===== src/rtl/out_ser_pkg.sv =====
// Shared types, constants and helpers for the word-to-byte UART serializer.
// The OUT_SER_OVF_CNT_EN build option lives in the top level.
package out_ser_pkg;

  typedef logic [1:0] ser_state_t;

  localparam ser_state_t WAIT_WORD = 2'd0;
  localparam ser_state_t SEND      = 2'd1;
  localparam ser_state_t GAP       = 2'd2;
  localparam ser_state_t WAIT_RDY  = 2'd3;

  localparam int OVF_CNT_W = 16;

  function automatic int byte_pos(
    input int idx,
    input int nbytes,
    input bit lsb_first
  );
    return lsb_first ? idx : nbytes - 1 - idx;
  endfunction

endpackage


===== src/rtl/ser_word_fifo.sv =====
// Synchronous word FIFO with registered q and registered full/empty flags.
// A write while full is accepted only when a read happens in the same cycle.
module ser_word_fifo #(
  parameter int W     = 8,
  parameter int DEPTH = 16
) (
  input  logic         CLK,
  input  logic         RST,
  input  logic         wr_en,
  input  logic [W-1:0] din,
  input  logic         rd_en,
  output logic [W-1:0] q,
  output logic         full,
  output logic         empty
);

  localparam int AW = $clog2(DEPTH);
  localparam int CW = AW + 1;

  logic [W-1:0]  mem [DEPTH];
  logic [AW-1:0] wr_ptr;
  logic [AW-1:0] rd_ptr;
  logic [CW-1:0] cnt;
  logic [CW-1:0] cnt_nxt;
  logic          do_wr;
  logic          do_rd;

  assign do_rd   = rd_en && !empty;
  assign do_wr   = wr_en && (!full || do_rd);
  assign cnt_nxt = cnt + CW'(do_wr) - CW'(do_rd);

  always_ff @(posedge CLK) begin
    if (do_wr) mem[wr_ptr] <= din;
  end

  always_ff @(posedge CLK or negedge RST) begin
    if (!RST) begin
      wr_ptr <= '0;
      rd_ptr <= '0;
      cnt    <= '0;
      full   <= 1'b0;
      empty  <= 1'b1;
      q      <= '0;
    end else begin
      cnt   <= cnt_nxt;
      full  <= cnt_nxt == CW'(DEPTH);
      empty <= cnt_nxt == '0;
      if (do_wr) wr_ptr <= wr_ptr + 1'b1;
      if (do_rd) begin
        rd_ptr <= rd_ptr + 1'b1;
        q      <= mem[rd_ptr];
      end
    end
  end

endmodule


===== src/rtl/output_serializer_uart.sv =====
// Buffers datapath words and emits them byte-by-byte to a UART transmitter.
// Define OUT_SER_OVF_CNT_EN to add the saturating ovf_cnt dropped-word counter.
module output_serializer_uart
  import out_ser_pkg::*;
#(
  parameter int WORD_BYTES = 2,
  parameter int FIFO_DEPTH = 16,
  parameter bit LSB_FIRST  = 1'b0
) (
  input  logic                          CLK,
  input  logic                          RST,
  input  logic [8*WORD_BYTES-1:0]       DATA,
  input  logic                          ENA,
  input  logic [$clog2(WORD_BYTES)-1:0] LAST_BYTES,
  input  logic                          tx_ready,
  output logic [7:0]                    tx_data,
  output logic                          tx_valid,
  output logic                          fifo_full,
  output logic                          ovf,
`ifdef OUT_SER_OVF_CNT_EN
  output logic [OVF_CNT_W-1:0]          ovf_cnt,
`endif
  output logic [1:0]                    state_mon
);

  localparam int IW = $clog2(WORD_BYTES);
  localparam int NW = IW + 1;
  localparam int DW = 8 * WORD_BYTES;

  ser_state_t      state;
  logic [IW-1:0]   byte_idx;
  logic            loaded;
  logic            empty;
  logic            rd;
  logic            drop;
  logic            last_byte;
  logic [DW-1:0]   word_q;
  logic [IW-1:0]   lb_q;
  logic [NW-1:0]   n_bytes;

  ser_word_fifo #(
    .W     (IW + DW),
    .DEPTH (FIFO_DEPTH)
  ) u_fifo (
    .CLK   (CLK),
    .RST   (RST),
    .wr_en (ENA),
    .din   ({LAST_BYTES, DATA}),
    .rd_en (rd),
    .q     ({lb_q, word_q}),
    .full  (fifo_full),
    .empty (empty)
  );

  assign rd        = (state == WAIT_WORD) && !empty;
  assign drop      = ENA && fifo_full && !rd;
  assign n_bytes   = (lb_q == '0) ? NW'(WORD_BYTES) : {1'b0, lb_q};
  assign last_byte = ({1'b0, byte_idx} + NW'(1)) == n_bytes;
  assign state_mon = state;

  always_comb begin
    tx_data = 8'(word_q >> (8 * byte_pos(int'(byte_idx), WORD_BYTES, LSB_FIRST)));
  end

  // loaded keeps the post-reset ready check from emitting a byte of q=0
  always_ff @(posedge CLK or negedge RST) begin
    if (!RST) begin
      state    <= GAP;
      byte_idx <= '0;
      tx_valid <= 1'b0;
      loaded   <= 1'b0;
    end else begin
      unique case (state)
        WAIT_WORD: begin
          if (!empty) begin
            byte_idx <= '0;
            loaded   <= 1'b1;
            state    <= SEND;
          end
        end
        SEND: begin
          tx_valid <= 1'b1;
          state    <= GAP;
        end
        GAP: begin
          tx_valid <= 1'b0;
          state    <= WAIT_RDY;
        end
        WAIT_RDY: begin
          if (tx_ready) begin
            if (!loaded || last_byte) begin
              loaded <= 1'b0;
              state  <= WAIT_WORD;
            end else begin
              byte_idx <= byte_idx + 1'b1;
              state    <= SEND;
            end
          end
        end
      endcase
    end
  end

  always_ff @(posedge CLK or negedge RST) begin
    if (!RST) ovf <= 1'b0;
    else      ovf <= drop;
  end

`ifdef OUT_SER_OVF_CNT_EN
  always_ff @(posedge CLK or negedge RST) begin
    if (!RST) ovf_cnt <= '0;
    else if (ovf && ovf_cnt != '1) ovf_cnt <= ovf_cnt + OVF_CNT_W'(1);
  end
`endif

endmodule


===== config.mk =====
export PLATFORM = sky130hd
export DESIGN_NAME = output_serializer_uart
export DESIGN_NICKNAME = d
export VERILOG_FILES = /design/src/rtl/out_ser_pkg.sv /design/src/rtl/ser_word_fifo.sv /design/src/rtl/output_serializer_uart.sv
export SDC_FILE = /design/constraint.sdc
export NUM_CORES = 1
export LEC_CHECK = 0
export ABC_AREA = 1
export BUFFER_PORTS_ARGS = -buffer_cell sky130_fd_sc_hd__buf_4
export CORE_MARGIN = 3
export CORE_UTILIZATION = 53
export CTS_CLUSTER_DIAMETER = 80
export DETAILED_ROUTE_END_ITERATION = 16
export GPL_ROUTABILITY_DRIVEN = 0
export GPL_TIMING_DRIVEN = 1
export PLACE_DENSITY_LB_ADDON = 0.15
export SLEW_MARGIN = 20
export SYNTH_ARGS = -nofsm -noshare
export SYNTH_HDL_FRONTEND = slang
export SYNTH_SLANG_ARGS = --single-unit

===== constraint.sdc =====
create_clock -name CLK -period 3.25 [get_ports CLK]
set_input_delay 0.325 -clock CLK [delete_from_list [all_inputs] [get_ports CLK]]
set_output_delay 0.325 -clock CLK [all_outputs]
set_load 0.01 [all_outputs]

## Yosys cells after proc, flatten, opt, wreduce, memory -nomap -nowiden

Memory sizes are Yosys's and may differ from the RTL's. A register that Yosys moved wholly into a read port is not among the register bits.
Cells that the tools add are included.

- $add $sub $neg: 7
- Multipliers: 0
- Divide/modulo/power cells: 0
- Magnitude comparators: 0
- Equality and inequality tests: 9
- Shift-type cells: 1
- Mux-type cells: 16
- Bitwise operators: 0
- Reductions and logical operators: 19

Operator list:

| cell | count |
|---|---|
| >> shifter 16 x 32 -> 8 bit | 1 |
| 2-to-1 mux 1 bit | 9 |
| adder 4 x 1 -> 4 bit, second input constant | 2 |
| inequality test 2 bit, second input constant | 4 |
| one-hot mux 2 bit (4 select lines) | 1 |
| AND reduction 4 bit | 2 |
| 2-to-1 mux 2 bit | 3 |
| one-hot mux 1 bit (2 select lines) | 3 |
| adder 5 x 1 -> 5 bit | 1 |
| == test 5 bit, second input constant | 1 |
| logical AND 1 bit | 5 |
| zero test 1 bit | 5 |
| zero test 5 bit | 1 |
| subtractor 5 x 1 -> 5 bit | 1 |
| == test 2 bit, second input constant | 2 |
| nonzero test 2 bit | 2 |
| adder 1 x 1 -> 2 bit, second input constant | 1 |
| == test 2 x 1 -> 1 bit, second input constant | 1 |
| == test 2 bit | 1 |
| zero test 2 bit | 1 |
| logical OR 1 bit | 2 |
| AND reduction 2 bit | 1 |
| subtractor 1 x 1 -> 2 bit, first input constant | 1 |
| adder 1 bit, second input constant | 1 |

- Flip-flop bits (word level): 21
- Bits in latches: 0
- Memory bits (writable): 272
- ROM bits: 0
- Input port bits: 21
- Output and inout bits: 13
- Word-level logic and storage cells: 63
- Memories kept: 1

Memories:

| memory | words | bits a word | rd ports | clocked after Yosys merged registers in | wr ports | RTL line | text |
|---|---|---|---|---|---|---|---|
| u_fifo.mem | 16 | 17 | 1 | 1 | 1 | ser_word_fifo.sv:20 | `logic [W-1:0] mem [DEPTH];` |

## Logic depth before layout (Yosys ltp)

- Depth in word-level cells: 8
- Depth in mapped cells: 15
- Depth with buffers taken out: 13

## Modules after synthesis

A second synthesis with hierarchy kept.

- Cell total of the unflattened synthesis: 1139
- Area, all modules: 12924.9 um2

Modules (own cells, without submodules):

| module | instances | cells each | area an instance (um2) | seq. area each (um2) |
|---|---|---|---|---|
| ser_word_fifo | 1 | 1063 | 12426.9 | 8969.9 |
| output_serializer_uart | 1 | 76 | 498.0 | 151.4 |

## Least setup slack after synthesis

Ideal clock, no wire load.

- Kind: register to register
- Start point: register state[1], in the netlist state_mon[1]
- End point: register u_fifo.full
- Arrival: 2.806 ns
- Required time: 3.179 ns
- Setup slack: 0.373 ns
- Stages on the path, launching flop included: 16
- Path buffers: 2
- Period minus slack after synthesis: 2.877 ns
- Cell sequence: dfstp_2 inv_1 ha_1 nand2_1 buf_2 inv_1 buf_2 ha_1 inv_1 ha_1 inv_1 fa_1 o21ai_0 xor2_1 inv_1 nor2_1

- Word-level cells in the longest chain between the ends: 8

Ends and longest elaborated chain:

| element | RTL line | text |
|---|---|---|
| from (decl) | output_serializer_uart.sv:30 | `ser_state_t state;` |
| from (signal assigned) | output_serializer_uart.sv:68 | `state <= GAP;` |
| from (signal assigned) | output_serializer_uart.sv:78 | `state <= SEND;` |
| from (signal assigned) | output_serializer_uart.sv:83 | `state <= GAP;` |
| zero test 2 bit (*) | output_serializer_uart.sv:55 | `assign rd = (state == WAIT_WORD) && !empty;` |
| logical AND 1 bit (*) | output_serializer_uart.sv:55 |  |
| logical AND 1 bit (*) | ser_word_fifo.sv:28 | `assign do_rd = rd_en && !empty;` |
| net u_fifo.do_rd | ser_word_fifo.sv:26 | `logic do_rd;` |
| logical OR 1 bit | ser_word_fifo.sv:29 | `assign do_wr = wr_en && (!full \|\| do_rd);` |
| logical AND 1 bit | ser_word_fifo.sv:29 |  |
| adder 5 x 1 -> 5 bit | ser_word_fifo.sv:30 | `assign cnt_nxt = cnt + CW'(do_wr) - CW'(do_rd);` |
| subtractor 5 x 1 -> 5 bit (*) | ser_word_fifo.sv:30 |  |
| net u_fifo.cnt_nxt[4] | ser_word_fifo.sv:24 | `logic [CW-1:0] cnt_nxt;` |
| == test 5 bit (*) | ser_word_fifo.sv:46 | `full <= cnt_nxt == CW'(DEPTH);` |
| to (signal assigned) | ser_word_fifo.sv:46 |  |
| to (decl) | ser_word_fifo.sv:13 | `output logic full,` |

Mark *: on every way through the listed nets, which the timed path passes. The rest lies on a longest branch.
A chain may end at the register's enable or synchronous reset.

## Worst setup path after layout

- Start point: register state[1], in the netlist state_mon[1]
- End point: register u_fifo.full

- Word-level cells in the longest chain between the ends: 8

Ends and longest elaborated chain:

| element | RTL line |
|---|---|
| zero test 2 bit (*) | output_serializer_uart.sv:55 |
| logical AND 1 bit (*) | output_serializer_uart.sv:55 |
| logical AND 1 bit (*) | ser_word_fifo.sv:28 |
| logical OR 1 bit | ser_word_fifo.sv:29 |
| logical AND 1 bit | ser_word_fifo.sv:29 |
| adder 5 x 1 -> 5 bit | ser_word_fifo.sv:30 |
| subtractor 5 x 1 -> 5 bit (*) | ser_word_fifo.sv:30 |
| net u_fifo.cnt_nxt[4] | ser_word_fifo.sv:24 |
| == test 5 bit (*) | ser_word_fifo.sv:46 |

Marks and branches as above.

==> impl_metrics.toml <==
[outcome]
outcome = "finished clean"

[timing]
post-route-period-util = 0.803
rsz0062_at_grt = "false"
slew_viol_final = 0
setup_tns_ns = 0
final_hold_viol_count = 0
worst_pin_slew_ns = 0.705
max_freq_mhz = 383
setup_viol = 0
layout_min_cycle_time_ns = 2.61
relSlewSlack = 0.527
hold_ws_ns = 0.0826
skew_ns = 0.0216

[synth]
synthFlopType = "edfxtp_1"
yosysSeqAreaShare = 0.707
avgSynthCellArea_um2 = 11.4
synth_edf_count = 272
synth_area_um2 = 12900
synth_top_area_share = 0.633
ys_warn_count = 0
syn-instance-count = 1129
synthDistinctLibCells = 25
synth_area_leaders = "edfxtp_1 63%, nand2_1 13%, nand3_1 8.1%, dfrtp_1 7.0%, buf_6 1.8%"
yosysTopAreaCell = "edfxtp_1"
synth_fp_nets = 1165
synth_seq_cells = 310
synthArstFlopShare = 0.123

[global_routing]
grt_pass1_vias = 8027
grt_max_degree = 139
grt_pass1_wl_um = 45700
grtUsageTotal = 0.228
antenna_found_initial = 0
globalRouteOverflowTotal = 0

[clock_tree]
clk_pin_slew_ns = 0.05
cts_tree = "built"
numCtsBuffers = 34
cts-root-buf = "clkbuf_16"
cts_buffer_depth = 3
post_cts_buffers = 0
cts-htree-levels = 2
insertion_delay_ns = 0.51
cts.sinks = 310

[floorplan]
rows = 56
die_x_um = 162
die-area_um2 = 26300
die-height_um = 162
initial_core_util = 0.545
ios = 34
core_area_um2 = 23700

[finish]
area_growth_pct = 12.3
instances_no_fill = 1514
mostFrequentLayoutCells = "453 x nand2_1, 272 x edfxtp_1, 208 x nand3_1, 64 x buf_4, 35 x clkbuf_16"
drive_gt1_frac = 0.110
final_common_cell = "nand2_1"
antenna_cells = 0
final_nets = 1209

[route]
vias = 8167
detail-route-antenna-nets = 0
wl_per_cell_um = 19.5
via_per_inst = 5.39
drc_errors = 0
drt_iter0_drc = 865
first_pass_iters = 5
totalWireLength_um = 29400

[critical_path]
critPathRequiredTime_ns = 3.67
end_kind = "flop"
r2r-end = "u_fifo.full$_DFF_PN0_"
reg2reg_slack_ns = 0.64
crit-reg2reg-launch = "state_mon[1]$_DFFE_PN1P_"
path_class = "reg2reg"
crit_arrival_ns = 3.03
cp_max_fo = 5
startpoint_type = "flop"
rr_worst_depth = 13

[power]
p_per_area_nw_per_um2 = 934
vdd_ir_drop_max_uv = 632
p_leak_nw = 5.67
fin_total_pwr_mw = 13.5

[hold_path]
holdPathEnd = "ovf$_DFF_PN0_"
min_from = "ENA"
min_path_cells = 3
hp-class = "in2reg"

[job]
maxCapViolations = 0

[placement]
place_hpwl_um = 17700
dp_cells = 1455
io_buffer_count = 33
==> registers in the layout, summed over array words and instances (netlist names) <==
signal,count
byte_idx,1
loaded,1
ovf,1
state_mon,2
tx_valid,1
u_fifo.cnt,5
u_fifo.empty,1
u_fifo.full,1
u_fifo.mem,272
u_fifo.q,17
u_fifo.rd_ptr,4
u_fifo.wr_ptr,4
==> what timing repair did <==
action                     in CTS  in global routing
hold buffers                    1                  0
gates resized for setup         0                  0
hold endpoints to repair       36                  0
setup endpoints to repair       0                  0
==> synth_stat cells, types with 2 or more instances <==
library cell and instances:
a21oi_1 3, buf_1 4, buf_2 17, buf_4 12
buf_6 21, clkbuf_1 6, clkinv_1 2, dfrtp_1 36
dfstp_2 2, edfxtp_1 272, ha_1 14, inv_1 28
inv_2 2, nand2_1 453, nand3_1 208, nand4_1 2
nor2_1 21, nor3_1 2, o21ai_0 9, xnor2_1 3
xor2_1 8
==> through the flow <==
stage / instance area (µm²) / util / worst slack [ns]
2_1_floorplan: 12900 / - / 0.373
3_3_place_gp: 13400 / 0.568 / 0.663
4_1_cts: 14500 / 0.612 / 0.634
3_5_place_dp: 13400 / 0.568 / 0.636
6_report: 14500 / 0.612 / 0.641
5_1_grt: 14500 / 0.612 / 0.358
==> layout make-up <==
cell class / count / area (µm²)
clock buffer: 52 / 980
multi-input combinational: 727 / 3260
timing repair buffer: 68 / 551
tap: 319 / 399
inverter: 32 / 123
fill: 1924 / 9200
clock inverter: 6 / 53.8
sequential: 310 / 9130
==> worst max-delay path: stages, from the launching register on <==
cell,delay (ns)
dfstp_2,0.56
inv_1,0.08
ha_1,0.21
nand2_1,0.09
inv_1,0.05
ha_1,0.28
inv_1,0.06
ha_1,0.15
inv_1,0.06
fa_1,0.40
o21ai_0,0.22
xor2_1,0.24
inv_1,0.06
nor2_1,0.08
==> power by group <==
| part | switching (mW) | leakage (nW) | total (mW) | internal (mW) |
|---|---|---|---|---|
| registers | 0.305 | 2.92 | 5.24 | 4.94 |
| clock network | 1.44 | 0.500 | 3.58 | 2.15 |
| logic | 3.25 | 2.25 | 4.71 | 1.46 |
==> worst max path at each step <==
stage | slack [ns] | to | from
detailed placement | 0.64 | u_fifo.full$_DFF_PN0_ | state_mon[1]$_DFFE_PN1P_
floorplan | 0.37 | u_fifo.full$_DFF_PN0_ | state_mon[1]$_DFFE_PN1P_
finish | 0.64 | u_fifo.full$_DFF_PN0_ | state_mon[1]$_DFFE_PN1P_
global route | 0.36 | u_fifo.full$_DFF_PN0_ | state_mon[1]$_DFFE_PN1P_
global placement | 0.66 | u_fifo.full$_DFF_PN0_ | state_mon[1]$_DFFE_PN1P_
CTS | 0.63 | u_fifo.full$_DFF_PN0_ | state_mon[1]$_DFFE_PN1P_
==> cell families after synthesis <==
kind of cell             synth area share
AO/OA/AOI/OAI                     0.00582
XOR/XNOR                          0.00747
adder cells (fa/ha/maj)            0.0151
buffers and inverters              0.0441
flip-flops                          0.707
AND/OR/NAND/NOR                     0.221
==> metal layers <==
metal  share of wire  GRT usage  wire length, µm
met1            0.43      0.311            12600
met2            0.48      0.371            14100
met3           0.058     0.0395             1700
met4           0.034     0.0896             1010
met5               0          0                0
Power figures use the tool's default switching activity.
